--- src/rtl/simple_tester.sv ---
// simple_tester: built-in tester that drives LFSR stimulus into a small
// AND-with-feedback DUT, checks its output against a reference model and
// counts mismatches.
// Optional feature: define SIMPLE_TESTER_STOP_ON_ERR_EN to end a test at the
// first mismatch instead of running all NUM_VECTORS vectors.
module simple_tester #(
    parameter int         NUM_VECTORS = 64,
    parameter logic [7:0] LFSR_SEED   = 8'hA5,
    parameter int         ERR_W       = 8
) (
    input  logic             iccad_clk,
    input  logic             iccad_rst,
    input  logic             start,
    output logic             inp1,
    output logic             inp2,
    input  logic             dut_out,
    output logic             busy,
    output logic             done,
    output logic             pass,
    output logic [ERR_W-1:0] err_count,
    output logic [15:0]      vec_count
);

    typedef enum logic [1:0] {
        IDLE,
        INIT,
        RUN,
        DONE
    } state_t;

    // An all-zero seed would lock the LFSR, so it is replaced by 1.
    localparam logic [7:0]       SEED     = (LFSR_SEED == 8'h00) ? 8'h01 : LFSR_SEED;
    localparam logic [15:0]      LAST_VEC = 16'(NUM_VECTORS - 1);
    localparam logic [ERR_W-1:0] ERR_MAX  = {ERR_W{1'b1}};

    state_t     state;
    state_t     state_next;
    logic [7:0] lfsr;
    logic       model_q;
    logic       exp_bit;
    logic       mismatch;
    logic       last_vec;
    logic       stop_now;

    // Fibonacci step for x^8+x^6+x^5+x^4+1: shift left, feedback from taps 8,6,5,4.
    function automatic logic [7:0] lfsr_next(input logic [7:0] cur);
        return {cur[6:0], cur[7] ^ cur[5] ^ cur[4] ^ cur[3]};
    endfunction

    // Reference response for the vector on inp1/inp2 right now, and the end-of-run decision.
    always_comb begin
        exp_bit  = inp1 & inp2 & ~model_q;
        mismatch = (state == RUN) && (dut_out != exp_bit);
        last_vec = (vec_count == LAST_VEC);
`ifdef SIMPLE_TESTER_STOP_ON_ERR_EN
        stop_now = last_vec || mismatch;
`else
        stop_now = last_vec;
`endif
    end

    // State register.
    always_ff @(posedge iccad_clk or posedge iccad_rst) begin
        if (iccad_rst) begin
            state <= IDLE;
        end else begin
            state <= state_next;
        end
    end

    // Next-state logic and the state-decoded status outputs.
    always_comb begin
        state_next = state;
        busy       = 1'b0;
        done       = 1'b0;
        case (state)
            IDLE: begin
                if (start) begin
                    state_next = INIT;
                end
            end
            INIT: begin
                busy       = 1'b1;
                state_next = RUN;
            end
            RUN: begin
                busy = 1'b1;
                if (stop_now) begin
                    state_next = DONE;
                end
            end
            DONE: begin
                done = 1'b1;
                if (start) begin
                    state_next = INIT;
                end
            end
            default: begin
                state_next = IDLE;
            end
        endcase
    end

    // Stimulus generation, response checking and counters.
    always_ff @(posedge iccad_clk or posedge iccad_rst) begin
        if (iccad_rst) begin
            inp1      <= 1'b0;
            inp2      <= 1'b0;
            pass      <= 1'b0;
            err_count <= '0;
            vec_count <= '0;
            model_q   <= 1'b0;
            lfsr      <= SEED;
        end else begin
            case (state)
                IDLE, DONE: begin
                    inp1 <= 1'b0;
                    inp2 <= 1'b0;
                    if (start) begin
                        pass      <= 1'b0;
                        err_count <= '0;
                        vec_count <= '0;
                        lfsr      <= SEED;
                    end
                end
                INIT: begin
                    model_q <= 1'b0;
                    inp1    <= lfsr[0];
                    inp2    <= lfsr[1];
                    lfsr    <= lfsr_next(lfsr);
                end
                RUN: begin
                    vec_count <= vec_count + 16'd1;
                    model_q   <= exp_bit;
                    if (mismatch && (err_count != ERR_MAX)) begin
                        err_count <= err_count + 1'b1;
                    end
                    if (stop_now) begin
                        inp1 <= 1'b0;
                        inp2 <= 1'b0;
                        pass <= (err_count == '0) && !mismatch;
                    end else begin
                        inp1 <= lfsr[0];
                        inp2 <= lfsr[1];
                        lfsr <= lfsr_next(lfsr);
                    end
                end
                default: begin
                    inp1 <= 1'b0;
                    inp2 <= 1'b0;
                end
            endcase
        end
    end

endmodule
--- config.mk ---
export PLATFORM = sky130hd
export DESIGN_NAME = simple_tester
export DESIGN_NICKNAME = d
export VERILOG_FILES = /design/src/rtl/simple_tester.sv
export SDC_FILE = /design/constraint.sdc
export NUM_CORES = 1
export LEC_CHECK = 0
export ABC_AREA = 1
export BUFFER_PORTS_ARGS = -buffer_cell sky130_fd_sc_hd__buf_2
export CORE_ASPECT_RATIO = 0.6
export CORE_MARGIN = 4
export CORE_UTILIZATION = 39
export CTS_BUF_LIST = sky130_fd_sc_hd__clkbuf_8
export CTS_CLUSTER_DIAMETER = 60
export CTS_CLUSTER_SIZE = 28
export DETAILED_ROUTE_END_ITERATION = 7
export GPL_ROUTABILITY_DRIVEN = 0
export SYNTH_ARGS = -nofsm -noshare
export SYNTH_HDL_FRONTEND = slang
export SYNTH_SLANG_ARGS = --single-unit
--- constraint.sdc ---
create_clock -name iccad_clk -period 1.9 [get_ports iccad_clk]
set_clock_uncertainty 0.2 [all_clocks]
set_input_delay 0.38 -clock iccad_clk [delete_from_list [all_inputs] [get_ports iccad_clk]]
set_output_delay 0.38 -clock iccad_clk [all_outputs]
set_load 0.01 [all_outputs]
Yosys cells after proc, flatten, opt, wreduce, memory -nomap -nowiden
Index checks and enable logic that the tools add are counted.
- register bits after elaboration: 38
- output and inout port bits: 29
- $add $sub $neg: 2
- equality and inequality tests: 10
- muxes and demuxes: 21
- bitwise logic cells: 6
- reduce and logical (&&, ||, !) cells: 15
- operators by type and width (cell ; count):
    $mux W8 ; 4
    $pmux W16 S2 ; 1
    $pmux W8 S3 ; 1
    $add A16 B1 Y16 const B ; 1
    $eq A16 B6 Y1 const B ; 1
    $mux W16 ; 1
    $pmux W8 S2 ; 1
    $add A8 B1 Y8 const B ; 1
    $logic_not A8 Y1 ; 1
    $ne A8 B8 Y1 const B ; 1
    $mux W1 ; 6
    $pmux W1 S3 ; 2
    $pmux W2 S3 ; 1
    $reduce_and A2 Y1 ; 3
    $reduce_and A3 Y1 ; 2
    $eq A2 B2 Y1 const B ; 2
    $mux W2 ; 2
    $ne A2 B1 Y1 const B ; 2
    $ne A2 B2 Y1 const B ; 2
    $pmux W1 S2 ; 2
    $reduce_bool A2 Y1 ; 2
    $reduce_or A2 Y1 ; 2
    $logic_and A1 B1 Y1 ; 3
    $xor A1 B1 Y1 ; 3
    other kinds (6) ; 7

Logic depth before layout (Yosys ltp)
- depth in word-level cells: 8
- gate-level depth with buffers: 11

Least setup slack after synthesis
Ideal clock, no wire load.
- path type: reg-to-reg
- from: register state[0]
- to: register vec_count[11]
- setup time: 0.122 ns
- arrival: 1.503 ns
- slack: 0.074 ns
- stages on the path, launching flop included: 10
- buffers on the path: 1
- period minus slack after synthesis: 1.826 ns
- cell sequence: dfrtp_1 inv_1 ha_1 inv_2 nand2_2 nand2_4 buf_6 nand3_1 nor3_1 nor2_1
- cells in the longest elaborated chain, start to end: 4
- elaborated cells between the ends (all ways): 8
- classes of those cells: 3 x eq/ne; 1 x mux; 4 x reduce/logical
- RTL lines (element ; RTL line ; text):
    start, declared ; 36 ; state_t state;
    start signal, assigned ; 67 ; state <= state_next;
    $eq A2 B2 Y1 / $logic_not A2 Y1 (equally long branches) ; 115 ; case (state)
    $reduce_or A2 Y1 (no line) ; n/a ;
    $ne A2 B1 Y1 (no line) / $reduce_bool A2 Y1 (equally long branches) ; n/a ;
    $reduce_and A2 Y1 (no line) ; n/a ;
    end signal, assigned ; 133 ; vec_count <= vec_count + 16'd1;
    end, declared ; 21 ; output logic [15:0] vec_count
Several ways; a longest one is shown, not always the timed one.
A chain may end at the register's enable or synchronous reset.

Worst setup path in the final report
- from: register state[1]
- to: output busy
- cells in the longest elaborated chain, start to end: 3
- elaborated cells between the ends (all ways): 4
- classes of those cells: 2 x eq/ne; 1 x mux; 1 x reduce/logical
- RTL lines (element ; RTL line ; text):
    $eq A2 B2 Y1 / $eq A2 B1 Y1 (equally long branches) ; 76 ; case (state)
    $reduce_or A2 Y1 (no line) * ; n/a ;
    $mux W1 * ; 76 ;
    end, declared ; 17 ; output logic busy,
Mark *: on every way between the ends. The rest lies on a longest branch, timed or not.

==> impl_results.md <==
- Post-synthesis register bit count: 38
- Synth Flop Type: dfrtp_1
- Full die area: approximately 7400 sq um
- Crit-path leading delay family: flip-flops
- Worst path arrival time: 1.28 ns
- Syn Nets: roughly 340
- Max Freq: 537.9 MHz
- CP peak stage delay: around 0.41 ns
- Row count: 21
- Met1 usage: 0.2561
- Remaining global-route overflow: 0
- Top Usage Layer GRT: met1
- Post-Syn Instances: 333
- Area post-placement: 2714 sq um
- Pwr Density: between 1000 and 1500 nW/um^2
- Fin nets: 404
- Max clock buf depth: 2
- Slew Limit Headroom: 0.6716
- Cell variety after synth: 33
- Via count: 2280
- First-pass GRT wire length: 9.929 mm
- Antenna cells: 0
- Seq/Total Area, Yosys: 0.4034
- Initial Util: 0.4137
- Min cycle time layout: between 1.5 and 2 ns
- Fin area: about 3000 sq um
- Core Area: 5728 sq um
- Syn Area/Cell: 7.116 sq um
- Total GRT Usage: 0.1715
- HPWL after detailed placement: between 4 and 5 mm
- Worst-Margin Slew: 0.4926 ns
- MaxCap Viol Count: 0
- H-tree Lvls: 2
- Area growth from synthesis to layout: 25.98%
- Crit Path Class: reg2out
- Routed Antenna Nets: 0
- DRT iter0 DRCs: 136
- Critical-path top delay cell: dfrtp_1
- Clock sinks: 38
- Routed wire length per instance: 12.25 um
- Pleak: 0.001595 uW
- Critical Path RT: 1.32 ns
- Synth Cell Area: 2370 sq um
- Worst hold path type: reg2reg
- CP Max Fanout: 5
- RSZ-0062 raised after global routing: yes
- IO buf count: 32
- Ports: 33
- Final max-slew violation count: 0
- GR met3 Demand/Resource: 0.04901
- Worst Setup End Kind: output pin
- EDFF count, synth: 0
- Final hold vios: 0
- Final setup fails: 0
- Crit share post-route: 0.9784
- Maximum vdd drop: 865.2 uV
- Critical path, cell by cell: ha_4, inv_4, buf_6, buf_6
- Final setup TNS: 0 ns
- Num CTS Buffers: 5
- Final wirelength: 5.805 mm
- Reg clk slew, reported paths: approximately 0.080 ns
- Number of global-route vias before repair: 2008
- Clock root cell: clkbuf_8
- Share of layout cells above drive strength 1: 0.2360
- Residual DRC count: 0
- Setup crit start kind: flop
- Synth warn: 0
- Die width: 108.6 um
- Clk_lat worst skew: 0.30 ns
- Synth async-reset ratio: 1.000
- Chip Height: ~68 um
- Via density: just under 5
- Met2 usage: 0.2369
- Outcome: completed
- Pre-antenna DRT Iters: 4
- CP Buf/Inv Count: 3
- Initial antenna violation count: 0
- TritonCTS clock tree: done
- Most used cell, CP: buf_6
- Maximum number of pins on one net before global-route repair: 39
placed cells by master (no fill, tap or decap), drive strengths merged, types with 7 or more instances in the layout:
cell	count
nand4	9
o21ai	10
dfrtp	34
nor2	49
ha	7
buf	58
nand2	112
nand3	32
a21oi	11
inv	42
what timing repair did:
item,4_1_cts,5_1_grt
setup endpoints to repair,1,19
resized for setup,2,12
pin swaps,1,4
setup buffers,2,6
hold endpoints to repair,15,0
hold buffers,1,0
cell families after synthesis:
logic type               Yosys count  synth area share
buffers and inverters             48           0.08817
adder cells (fa/ha/maj)            7           0.03696
AO/OA/AOI/OAI                     23           0.05914
XOR/XNOR                           2          0.007393
AND/OR/NAND/NOR                  215            0.4050
flip-flops                        38            0.4034
tightest hold or removal path, cell delays in order, from the launching register on:
cell	delay, ns
dfstp_2	0.37
nand2_1	0.05
nand2_1	0.04
through the flow:
stage | power, uW | utilization | setup WS [ns] | hold slack (ns) | instances
after CTS | 3874 | 0.5063 | 0.01095 | 0.2676 | 468
after detailed placement | 2862 | 0.4738 | 0.08915 | 0.2591 | 457
after global placement | 2843 | 0.4738 | 0.08135 | 0.2532 | 457
after global routing | 4432 | 0.5212 | -0.01605 | 0.3008 | 474
final | 4088 | 0.5212 | 0.04100 | 0.2650 | 474
after floorplan | 2309 | - | 0.07449 | 0.2417 | 333
where the power goes:
group	switching (uW)	total, uW	leakage [uW]	internal, uW
registers	126	1150	0.000503	1020
logic	1140	2070	0.00102	932
clock network	310	870	0.0000714	560
total	1570	4090	0.00159	2510
state kept, by name, summed over array words and instances, names as in the netlist:
| register | count |
|---|---|
| vec_count | 16 |
| pass | 1 |
| model_q | 1 |
| state | 2 |
| inp2 | 1 |
| inp1 | 1 |
| err_count | 8 |
| lfsr | 8 |
cell usage after synthesis (2+ instances only):
library cell	n	area (sq um)
nand2_1	107	401.6
nor2_1	43	161.4
inv_1	40	150.1
dfrtp_1	34	850.8
nand3_1	32	160.2
a21oi_1	11	55.05
nand4_1	8	50.05
ha_1	7	87.58
nor2_2	5	31.28
dfstp_2	4	105.1
o21ai_0	4	20.02
o21ai_1	4	20.02
buf_6	3	33.78
nand2_2	3	18.77
nor3_1	3	15.01
and3_1	2	12.51
buf_2	2	10.01
nand2_4	2	22.52
nand3b_1	2	15.01
o21ai_4	2	32.53
or2_2	2	12.51
xnor2_1	2	17.52
area by class of cell:
cell class              count  area (sq um)
flip-flops and latches     38         955.9
repair buffers             59         382.9
clock inverters             2         60.06
multi-input cells         247          1244
well taps                  80         100.1
fillers                   566          2743
clock buffers               6         82.58
inverters                  42         160.2
layer usage:
layer | share of wire | wire length (um) | vias up
li1 | - | - | 1165
met1 | 0.52 | 3001 | 1053
met2 | 0.40 | 2326 | 57
met3 | 0.072 | 417 | 5
met4 | 0.010 | 60 | 0
met5 | 0 | 0 | -
path summary, 6_finish.rpt:
kind / to / depth (start not counted) / slack [ns] / start
max: busy / 4 / 0.04 / state[1]
min: lfsr[2] / 2 / 0.27 / lfsr[2]
max reg2reg: vec_count[10] / 8 / 0.10 / state[1]
min reg2reg: lfsr[2] / 2 / 0.27 / lfsr[2]
max in group asynchronous: lfsr[0] / 4 / 0.61 / iccad_rst
min in group asynchronous: vec_count[2] / 4 / 0.53 / iccad_rst
Note: power is estimated with default switching activity, not from simulation.
